--- config.mk ---
export PLATFORM = sky130hd
export DESIGN_NAME = mem_port_arbiter
export DESIGN_NICKNAME = d
export VERILOG_FILES = /design/src/rtl/arb_pkg.sv /design/src/rtl/mux_2to1_3bit.sv /design/src/rtl/mem_port_arbiter.sv
export SDC_FILE = /design/constraint.sdc
export NUM_CORES = 1
export LEC_CHECK = 0
export ABC_CLOCK_PERIOD_IN_PS = 3500
export CAP_MARGIN = 0
export CORE_AREA = 2 2 109 111
export CTS_CLUSTER_DIAMETER = 100
export DETAILED_ROUTE_END_ITERATION = 10
export DIE_AREA = 0 0 111 113
export SETUP_SLACK_MARGIN = 0.05
export SYNTH_ARGS = -nofsm -noshare
export SYNTH_HDL_FRONTEND = slang
export SYNTH_SLANG_ARGS = --single-unit
--- constraint.sdc ---
create_clock -name i_clk -period 3.5 [get_ports i_clk]
set_clock_uncertainty 0.2 [all_clocks]
set_input_delay 0.7 -clock i_clk [delete_from_list [all_inputs] [get_ports i_clk]]
set_output_delay 0.7 -clock i_clk [all_outputs]
set_load 0.02 [all_outputs]
--- src/rtl/arb_pkg.sv ---
// Shared types and constants for the memory-port arbiter.
package arb_pkg;

  typedef enum logic {
    IDLE = 1'b0,
    BUSY = 1'b1
  } arb_state_e;

  localparam logic OWNER_IF  = 1'b0;
  localparam logic OWNER_LSU = 1'b1;

  localparam int unsigned SIZE_W = 3;

endpackage

--- src/rtl/mux_2to1_3bit.sv ---
// 3-bit two-way multiplexer for the funct3 access-size field.
module mux_2to1_3bit (
  input  logic [2:0] d0,
  input  logic [2:0] d1,
  input  logic       sel,
  output logic [2:0] y
);

  assign y = sel ? d1 : d0;

endmodule

--- src/rtl/mem_port_arbiter.sv ---
// Round-robin arbiter sharing one memory port between instruction fetch (0)
// and load/store (1); holds the command select for a whole transaction.
module mem_port_arbiter
  import arb_pkg::*;
#(
  parameter int unsigned ADDR_W = 32,
  parameter int unsigned DATA_W = 32
) (
  input  logic              i_clk,
  input  logic              i_rst_n,
  input  logic              i_req0,
  input  logic              i_req1,
  input  logic [ADDR_W-1:0] i_addr0,
  input  logic [ADDR_W-1:0] i_addr1,
  input  logic [DATA_W-1:0] i_wdata0,
  input  logic [DATA_W-1:0] i_wdata1,
  input  logic              i_we0,
  input  logic              i_we1,
  input  logic [SIZE_W-1:0] i_size0,
  input  logic [SIZE_W-1:0] i_size1,
  output logic              o_gnt0,
  output logic              o_gnt1,
  output logic              o_ack0,
  output logic              o_ack1,
  output logic [DATA_W-1:0] o_rdata,
  output logic              o_mem_req,
  output logic [ADDR_W-1:0] o_mem_addr,
  output logic [DATA_W-1:0] o_mem_wdata,
  output logic              o_mem_we,
  output logic [SIZE_W-1:0] o_mem_size,
  input  logic              i_mem_ack,
  input  logic [DATA_W-1:0] i_mem_rdata,
  output logic              o_sel
);

  arb_state_e state_q, state_d;
  logic       owner_q, owner_d;
  logic       last_q, last_d;
  logic       gnt0_q, gnt1_q, mem_req_q;
  logic       any_req;
  logic       ack_c;

  // On a tie the requester that did not own the port last time wins.
  function automatic logic pick_owner(input logic req0, input logic req1,
                                      input logic prio_last);
    if (req0 && req1) begin
      return ~prio_last;
    end else if (req1) begin
      return OWNER_LSU;
    end else begin
      return OWNER_IF;
    end
  endfunction

  assign any_req = i_req0 | i_req1;
  assign ack_c   = (state_q == BUSY) & i_mem_ack;

  // Next-state: an ack re-arbitrates in the same cycle so handoff has no bubble.
  always_comb begin
    state_d = state_q;
    owner_d = owner_q;
    last_d  = last_q;
    case (state_q)
      IDLE: begin
        if (any_req) begin
          state_d = BUSY;
          owner_d = pick_owner(i_req0, i_req1, last_q);
        end
      end
      BUSY: begin
        if (i_mem_ack) begin
          last_d = owner_q;
          if (any_req) begin
            owner_d = pick_owner(i_req0, i_req1, owner_q);
          end else begin
            state_d = IDLE;
          end
        end
      end
      default: state_d = IDLE;
    endcase
  end

  always_ff @(posedge i_clk or negedge i_rst_n) begin
    if (!i_rst_n) begin
      state_q   <= IDLE;
      owner_q   <= OWNER_IF;
      last_q    <= OWNER_LSU;
      gnt0_q    <= 1'b0;
      gnt1_q    <= 1'b0;
      mem_req_q <= 1'b0;
    end else begin
      state_q   <= state_d;
      owner_q   <= owner_d;
      last_q    <= last_d;
      gnt0_q    <= (state_d == BUSY) && (owner_d == OWNER_IF);
      gnt1_q    <= (state_d == BUSY) && (owner_d == OWNER_LSU);
      mem_req_q <= (state_d == BUSY);
    end
  end

  assign o_gnt0    = gnt0_q;
  assign o_gnt1    = gnt1_q;
  assign o_mem_req = mem_req_q;
  assign o_sel     = owner_q;

  // Ack and read data go straight back to the owner in the ack cycle.
  assign o_ack0  = ack_c & (owner_q == OWNER_IF);
  assign o_ack1  = ack_c & (owner_q == OWNER_LSU);
  assign o_rdata = ack_c ? i_mem_rdata : '0;

  assign o_mem_addr  = (owner_q == OWNER_LSU) ? i_addr1  : i_addr0;
  assign o_mem_wdata = (owner_q == OWNER_LSU) ? i_wdata1 : i_wdata0;
  assign o_mem_we    = (owner_q == OWNER_LSU) ? i_we1    : i_we0;

  mux_2to1_3bit u_size_mux (
    .d0  (i_size0),
    .d1  (i_size1),
    .sel (owner_q),
    .y   (o_mem_size)
  );

endmodule

==> key figures <==
Layout
  • Area Overhead vs Synth: 185.1%
  • Most common library cell in the layout ignoring fill and taps: clkdlybuf4s50_1
  • Antenna diodes: 0
  • NumNets Final: 590
  • Multi-input logic area: 1291 sq um
  • Register Area: 130.1 sq um
  • Most frequent cells in the layout: clkdlybuf4s50_1 (278), mux2_4 (56), and3_1 (32)
  • Non-filler cells, final: 559
  • Layout cell share with drive strength beyond 1: 0.1923
  • Fillers: 1141
  • Design area: 4548 sq um

Worst setup path
  • R2R cell count: 3
  • CP Cell Sequence: clkdlybuf4s50_1, buf_12, nand3_1, inv_1, clkdlybuf4s50_1
  • CP endpoint kind: output pin
  • CP max stage delay: 0.61 ns
  • Worst EP required: 2.60 ns
  • R2R setup slack: 1.63 ns
  • WP data arrival: 2.23 ns
  • Type of origin of the critical path: input port
  • WS Path Type: in2out
  • CP max FO: 37
  • Critical path's slowest cell: clkdlybuf4s50_1
  • Worst path most repeated cell: clkdlybuf4s50_1

Placement
  • DPL Wire Length: 7.017 mm
  • Area of placed instances: 4469 sq um
  • IO Port Bufs: 278
  • Placer Congestion: 0.7836
  • Placed Cells: 555

Clock tree
  • H-tree depth: 1
  • CTS tree: done
  • Clock Latency Late Sink: 0.23 ns
  • Post-CTS sizing: 0
  • Clock root buffer: clkbuf_16
  • # Post-CTS Setup Buffers: 0
  • Cts bufs inserted: 3
  • CTS sink count: 5
  • Hold buffer count at CTS: 0
  • Clock Tree Buf Depth: 2
  • Clock slew at reported path FFs: 0.03 ns

STA
  • Final worst path period share: 0.8952
  • Rel. slew slack: 0.3994
  • Maximum clock frequency: 0.3192 GHz
  • RSZ-0062 raised after global routing: false
  • Hold_ws: 0.2897 ns
  • Setup violators final: 0
  • Final hold vios: 0
  • Post-layout min period: 3.133 ns
  • Slew @ Worst Pin: 0.9008 ns
  • Max Slew Vio Count: 0
  • Sum of negative setup slack: 0 ns

GRT
  • Largest net degree at the start of global routing: 40
  • Global route overflow: 0
  • Initial antenna violation count: 0
  • GRT Util Overall: 0.1225
  • Global-route wire length before repair: 12.48 mm
  • Vias in the first global route: 2429

Yosys
  • Top post-synthesis cells by area: mux2_4 (53%), and3_1 (13%), mux2_2 (8.5%), buf_12 (6.3%), dfrtp_1 (6.3%)
  • Synthesized net count: 318
  • Yosys top cell area share: 0.5271
  • Total of warnings raised by yosys: 0
  • Largest family of logic cells by synthesized area: multiplexers
  • Avg Cell Area, Syn: 11.00 sq um
  • Mux cell area share after synthesis: 0.6118
  • Yosys reg bits: 5
  • Adder-cell share of the synthesized area: 0
  • Count of cell types in the netlist: 24
  • Mapped cell area: 1595 sq um
  • Simple-gate share of the synthesized area: 0.1639
  • Post-Syn Instances: 145
  • Largest area contributor in the netlist: mux2_4
  • Compound-Gate Fraction of Synth Area: 0.03373
  • Sequential area share after synthesis: 0.07922
  • Post-synthesis xor/xnor area fraction: 0

Detailed routing
  • Vias per std cell: 4.032
  • WL met3: 792 microns
  • # DRC: 0
  • M1 WL: 3.082 mm
  • Post-route ant nets: 0
  • Met2 wire length: 4.182 mm
  • 1st-iter DRT viols: 30
  • DR top layer: met4
  • Final Routed Wirelength: 8.147 mm
  • 1st-pass router iterations: 4
  • Vias: 2254
  • Routed WL per cell: 14.57 microns

Power
  • Worst IR drop on VDD: 0.0001452 V
  • Pwr Total: 0.001386 W
  • Switching Share: 0.3558
  • P_sw: 0.0004931 W
  • Flop pwr share: 0.081
  • Clock share of power: 0.136
  • P_int: 0.0008927 W
  • Leak Pwr: 1.970 nW
  • Combinational share of power: 0.784
  • Pwr dens: 304.7 nW/um^2

Floorplanning
  • Initial core utilization: 0.1415
  • Die area: 12540 sq um
  • Horiz. Die Dim: 111 microns
  • Cell Rows: 39
  • Core Region: 11270 sq um
  • Die Y: 113 microns
  • # IOs: 279

Min path
  • Hold WC Path Type: reg2reg
  • Hold depth: 2

Outcome
  • Status: finished clean

Flow run
  • Number of max-cap violations: 0
-- metrics by stage --
step             util  setup slack [ns]
2_1_floorplan       -             1.237
3_3_place_gp   0.3965            0.3828
3_5_place_dp   0.3965            0.3422
4_1_cts        0.4035            0.3430
5_1_grt        0.4035            0.2659
6_report       0.4035            0.3669
-- power groups by stage --
stage / Combinational [W] / Clock, W / Sequential [W]
2_1_floorplan: 0.000623 / 0 / 0.0000833
3_3_place_gp: 0.00109 / 0 / 0.000114
3_5_place_dp: 0.00109 / 0 / 0.000114
4_1_cts: 0.00110 / 0.000190 / 0.000113
5_1_grt: 0.00114 / 0.000195 / 0.000117
6_report: 0.00109 / 0.000188 / 0.000112
-- logic make-up after synthesis --
logic type | after synthesis
flops | 5
buf+inv | 19
compound gates | 8
mux | 68
simple gates | 45
-- per-layer routing --
metal	up-vias	track usage
li1	1075	-
met1	1007	0.1371
met2	166	0.2286
met3	6	0.03374
met4	0	0.03333
met5	-	0
-- state kept, by name (all words and copies together) (netlist names) --
register and flops:
last_q 1, o_mem_req 1, o_gnt0 1, o_sel 1
o_gnt1 1
-- synth_stat cells --
master,instances
buf_2,2
dfstp_2,1
inv_1,3
buf_12,5
and3b_1,1
a21oi_1,2
o21ai_0,2
buf_6,1
clkbuf_2,3
a21oi_2,1
dfrtp_1,4
buf_8,1
o22ai_1,1
and3_1,32
o221a_2,1
nand2_1,5
clkbuf_1,4
nor2_1,3
mux2_4,56
nand3_1,2
a21boi_0,1
mux2_2,12
nand2b_1,1
nor2b_1,1
-- final cells by class --
type,count,area share
clock buffers,4,0.01733
repair buffers,283,0.6283
multi-input cells,121,0.2839
flip-flops and latches,5,0.02861
inverters,3,0.002476
well taps,143,0.03934
-- worst max-delay path: cells and delay by family --
kind / cells / cell delay, ns
buffers and inverters: 4 / 1.40
and+or+nand+nor: 1 / 0.12
-- final timing paths --
kind	from	endpoint
setup / recovery	i_mem_ack	o_ack1
hold / removal	last_q$_DFFE_PN1P_	last_q$_DFFE_PN1P_
setup reg to reg	o_mem_req$_DFF_PN0_	o_gnt0$_DFF_PN0_
hold reg to reg	last_q$_DFFE_PN1P_	last_q$_DFFE_PN1P_
max in group asynchronous	i_rst_n	last_q$_DFFE_PN1P_
min in group asynchronous	i_rst_n	o_mem_req$_DFF_PN0_
No activity file was read; power rests on OpenSTA's default activity.
